===== src/rtl/bridge_pkg.sv =====
// Shared constants and helpers for the host bridge (receive and transmit paths).
package bridge_pkg;

    localparam logic [7:0] PREAMBLE = 8'h4D;  // 'M'
    localparam logic [7:0] CR       = 8'h0D;
    localparam logic [7:0] LF       = 8'h0A;

    typedef enum logic {
        IDLE = 1'b0,
        SEND = 1'b1
    } state_t;

    // Uppercase hex digit for one nibble: 0-9 -> '0'-'9', A-F -> 'A'-'F'.
    function automatic logic [7:0] hex_to_ascii(input logic [3:0] nib);
        if (nib < 4'd10) begin
            return 8'h30 + {4'h0, nib};
        end
        return 8'h37 + {4'h0, nib};
    endfunction

endpackage


===== src/rtl/nibble_to_ascii.sv =====
// Combinational nibble-to-ASCII encoder, a thin wrapper around the package function.
module nibble_to_ascii
    import bridge_pkg::*;
(
    input  logic [3:0] nibble,
    output logic [7:0] ascii
);

    assign ascii = hex_to_ascii(nibble);

endmodule


===== src/rtl/bridge_tx.sv =====
// Bridge return path: serialises bus read responses as 'M' + hex digits + CR LF
// towards uart_tx, with a one-entry pending slot for responses arriving mid-frame.
module bridge_tx
    import bridge_pkg::*;
#(
    parameter int DATA_WIDTH = 16
)
(
    input  logic                  clk,
    input  logic                  rst_n,
    input  logic [DATA_WIDTH-1:0] rdata_i,
    input  logic                  rw_i,
    input  logic                  valid_i,
    output logic [7:0]            tx_data_o,
    output logic                  tx_valid_o,
    input  logic                  tx_ready_i,
    output logic                  busy_o,
    output logic                  overflow_o
);

    localparam int NIB   = DATA_WIDTH / 4;
    localparam int IDX_W = $clog2(NIB + 3);

    localparam logic [IDX_W-1:0] IDX_LAST_DIGIT = IDX_W'(NIB);
    localparam logic [IDX_W-1:0] IDX_CR         = IDX_W'(NIB + 1);
    localparam logic [IDX_W-1:0] IDX_LF         = IDX_W'(NIB + 2);

    state_t                state_q, state_d;
    logic [IDX_W-1:0]      idx_q, idx_d;
    logic [DATA_WIDTH-1:0] shreg_q, shreg_d;
    logic [DATA_WIDTH-1:0] pend_data_q, pend_data_d;
    logic                  pend_full_q, pend_full_d;
    logic                  ovf_q, ovf_d;
    logic [7:0]            digit;
    logic [7:0]            cur_byte;
    logic                  read_req;
    logic                  accept;
    logic                  last_byte;

    assign read_req  = valid_i && !rw_i;
    assign accept    = tx_valid_o && tx_ready_i;
    assign last_byte = (idx_q == IDX_LF);

    // The top nibble of the shift register is always the next digit to send.
    nibble_to_ascii u_enc (
        .nibble (shreg_q[DATA_WIDTH-1 -: 4]),
        .ascii  (digit)
    );

    // Select the byte for the current frame position.
    always_comb begin
        if (idx_q == '0) begin
            cur_byte = PREAMBLE;
        end else if (idx_q == IDX_CR) begin
            cur_byte = CR;
        end else if (last_byte) begin
            cur_byte = LF;
        end else begin
            cur_byte = digit;
        end
    end

    assign tx_valid_o = (state_q == SEND);
    assign tx_data_o  = (state_q == SEND) ? cur_byte : 8'h00;
    assign busy_o     = (state_q == SEND) || pend_full_q;
    assign overflow_o = ovf_q;

    // Next-state, frame sequencing and pending-slot bookkeeping.
    always_comb begin
        // NOTE: every signal written here gets a default first, so no latch can be inferred.
        state_d     = state_q;
        idx_d       = idx_q;
        shreg_d     = shreg_q;
        pend_data_d = pend_data_q;
        pend_full_d = pend_full_q;
        ovf_d       = ovf_q;

        case (state_q)
            IDLE: begin
                if (read_req) begin
                    shreg_d = rdata_i;
                    idx_d   = '0;
                    state_d = SEND;
                end
            end

            SEND: begin
                // A response arriving mid-frame parks in the slot; on the LF
                // handshake an empty slot is bypassed and the frame starts directly.
                if (read_req) begin
                    if (pend_full_q) begin
                        ovf_d = 1'b1;
                    end else if (!(accept && last_byte)) begin
                        pend_full_d = 1'b1;
                        pend_data_d = rdata_i;
                    end
                end

                if (accept) begin
                    if (last_byte) begin
                        idx_d = '0;
                        if (pend_full_q) begin
                            shreg_d     = pend_data_q;
                            pend_full_d = 1'b0;
                        end else if (read_req) begin
                            shreg_d = rdata_i;
                        end else begin
                            state_d = IDLE;
                        end
                    end else begin
                        idx_d = idx_q + 1'b1;
                        if (idx_q != '0 && idx_q <= IDX_LAST_DIGIT) begin
                            shreg_d = shreg_q << 4;
                        end
                    end
                end
            end

            default: state_d = IDLE;
        endcase
    end

    // Control state: reset abandons any partial frame and the pending slot.
    always_ff @(posedge clk or negedge rst_n) begin
        // NOTE: sequential state uses non-blocking assignments so all registers update together.
        if (!rst_n) begin
            state_q     <= IDLE;
            idx_q       <= '0;
            pend_full_q <= 1'b0;
            ovf_q       <= 1'b0;
        end else begin
            state_q     <= state_d;
            idx_q       <= idx_d;
            pend_full_q <= pend_full_d;
            ovf_q       <= ovf_d;
        end
    end

    // Payload registers.
    always_ff @(posedge clk) begin
        // NOTE: payload needs no reset; it is always loaded before its valid flag is set.
        shreg_q     <= shreg_d;
        pend_data_q <= pend_data_d;
    end

endmodule


===== config.mk =====
export PLATFORM = sky130hd
export DESIGN_NAME = bridge_tx
export DESIGN_NICKNAME = d
export VERILOG_FILES = /design/src/rtl/bridge_pkg.sv /design/src/rtl/nibble_to_ascii.sv /design/src/rtl/bridge_tx.sv
export SDC_FILE = /design/constraint.sdc
export NUM_CORES = 1
export LEC_CHECK = 0
export ABC_AREA = 1
export BUFFER_PORTS_ARGS = -buffer_cell sky130_fd_sc_hd__buf_2
export CORE_MARGIN = 3
export CORE_UTILIZATION = 30
export CTS_CLUSTER_SIZE = 28
export DETAILED_ROUTE_END_ITERATION = 6
export GPL_TIMING_DRIVEN = 0
export MAX_ROUTING_LAYER = met4
export PLACE_DENSITY_LB_ADDON = 0.05
export REMOVE_ABC_BUFFERS = 1
export SYNTH_ARGS = -nofsm -noshare
export SYNTH_HDL_FRONTEND = slang
export SYNTH_SLANG_ARGS = --single-unit

===== constraint.sdc =====
create_clock -name clk -period 3.52 [get_ports clk]
set_input_delay 0.176 -clock clk [delete_from_list [all_inputs] [get_ports clk]]
set_output_delay 0.176 -clock clk [all_outputs]
set_load 0.01 [all_outputs]

==> flow_summary.ini <==
[power]
p_leak_nw = 1.06
powerDensity_mw_per_mm2 = 778
ir_drop_mv = 0.197

[placement]
io_buffers = 30
gp_congestion = 0.786
pre_cts_ws_ps = 595
place_hpwl_um = 3190

[route]
routed_wirelength_um = 4840
route.vias.total = 1649
wl_per_cell_um = 13.7
routed_via_density = 4.66
ant_nets = 0
first_pass_iters = 5
drc = 0
drt_iter0_drc = 101

[sta]
layout_setup_ws_ps = 1040
tightest_slew_ps = 756
finalCriticalPeriod_ps = 2480
min_period_over_period = 0.704
setup_viol = 0
max_freq_mhz = 403
clock_skew_ps = 5.13
slew_headroom = 0.493
rsz0062_at_grt = no
maxSlewViolCount = 0
hold_viol_final = 0

[clock_network]
clock_latency_ps = 290
clk_pin_slew_ps = 80
cts_inserted_buffers = 5
clock_path_buffers = 2
cts_tree = built
cts_htree_levels = 2
root_buffer = clkbuf_8
clock-sinks = 38

[cells_and_area]
diodes = 0
syn2layout_area_growth_pct = 16.5
drive_gt1_frac = 0.170
final_util = 0.368
fin_nets = 299

[worst_setup_path]
end_kind = register
startpoint_type = input port
crit_type = in2reg
cp.arrival_ps = 2480
critPathMaxFanout = 21
required_ps = 3520

[yosys]
ys_ff_latch = 38
syn-instance-count = 247
yosys_warnings = 0
ys_seq_area_frac = 0.542
avgSynthCellArea_um2 = 8.30
syn-cell-area_mm2 = 0.00205
synth.distinct_cells = 20

[die]
core_area_mm2 = 0.00649
initial_utilization = 0.316
fp.dieArea_mm2 = 0.00786
fp.dieH_um = 88.7
die_width_um = 88.7
fp-row-count = 29
io_pins = 32

[grt]
grt_overflow = 0
grt_pass1_wl_um = 7820
grt_max_degree = 25
antenna_found_initial = 0
grt_pass1_vias = 1563
grt_usage = 0.138

[worst_hold_path]
min_path_type = in2reg

[run_status]
outcome = complete, no violations

[job]
cap_violations = 0
## cell usage in the layout (no fill, tap or decap), types with 3 or more instances in the layout
cell	Yosys	layout
a21oi_1	19	19
buf_2	6	30
clkbuf_8	0	6
dfrtp_1	6	6
edfxtp_1	32	32
inv_1	20	20
nand2_1	98	98
nand3_1	12	12
nor2_1	13	13
nor2_4	3	3
o21ai_0	23	23
## metal layers
metal | vias to the layer above | routed length [um] | track usage
li1 | 860 | - | -
met1 | 746 | 2340 | 0.181
met2 | 36 | 2200 | 0.211
met3 | 7 | 228 | 0.0317
met4 | 0 | 68 | 0.0467
met5 | - | 0 | -
## area by class of cell
class | count | area [um2]
flip-flops and latches | 38 | 1110
clock buffers | 8 | 133
inverters | 22 | 82.6
fillers | 700 | 4110
well taps | 77 | 96.3
repair buffers | 32 | 171
multi-input cells | 177 | 793
## kinds of logic after synthesis
logic type / count (synthesis) / synth area share
simple gates: 130 / 0.261
compound gates: 44 / 0.110
flops: 38 / 0.542
buf+inv: 32 / 0.0733
fa+ha+maj: 2 / 0.0122
other cells: 1 / 0.00183
## flip-flops by register name (all words and copies together) (netlist names)
name / count
idx_q: 3
pend_data_q: 16
pend_full_q: 1
overflow_o: 1
shreg_q: 16
tx_valid_o: 1
## synth_stat cells (all sizes together)
cell type,n,area share
ha,2,0.012
nor2,16,0.040
edfxtp,32,0.47
conb,1,0.0018
dfrtp,6,0.073
buf,10,0.033
inv,22,0.040
nand2,100,0.19
a21oi,19,0.046
nand3,12,0.029
o21ai,23,0.056
o21bai,1,0.0037
o21a,1,0.0037
nor3,1,0.0024
nand4,1,0.0031
## power by group
group | leakage (nW) | internal (W) | total (W) | switching [W]
sequential | 0.362 | 0.000672 | 0.000776 | 0.000104
combinational | 0.634 | 0.000241 | 0.000676 | 0.000435
clock | 0.0678 | 0.000245 | 0.000405 | 0.000159
total | 1.06 | 0.00116 | 0.00186 | 0.000699
## stage by stage
| stage | instances | total power (W) | TNS (ps) | cell area, um2 | hold WS, ps |
|---|---|---|---|---|---|
| 2_1_floorplan | 237 | 0.00123 | 0 | 1980 | -120 |
| 3_3_place_gp | 344 | 0.00147 | -9470 | 2230 | 4.99 |
| 3_5_place_dp | 345 | 0.00147 | 0 | 2240 | 5.78 |
| 4_1_cts | 354 | 0.00189 | 0 | 2390 | 54.0 |
| 5_1_grt | 354 | 0.00202 | 0 | 2390 | 52.7 |
| 6_report | 354 | 0.00186 | 0 | 2390 | 69.1 |
## worst paths after layout
kind / start / to / slack (ps) / cells past startpoint
hold reg to reg: overflow_o$_DFFE_PN0P_ / overflow_o$_DFFE_PN0P_ / 480 / 1
hold / removal: rdata_i[3] / pend_data_q[3]$_DFFE_PP_ / 70 / 1
setup / recovery: rw_i / pend_data_q[6]$_DFFE_PP_ / 1040 / 7
min in group asynchronous: rst_n / idx_q[2]$_DFFE_PN0P_ / 230 / 2
max in group asynchronous: rst_n / tx_valid_o$_DFF_PN0_ / 3160 / 2
setup reg to reg: idx_q[0]$_DFFE_PN0P_ / shreg_q[5]$_DFFE_PP_ / 1540 / 5
## timing repair
item / CTS / global route
endpoints found under the hold margin: 6 / 0
gates resized for setup: 0 / 0
hold buffers: 1 / 0
buffers inserted: 0 / 0
## worst max-delay path, cell delays in order
cell	delay (ps)
buf_2	90
inv_1	40
nand2_1	370
inv_1	710
nand2_1	180
nor3_2	660
buf_6	240
(Power assumes the default switching activity.)
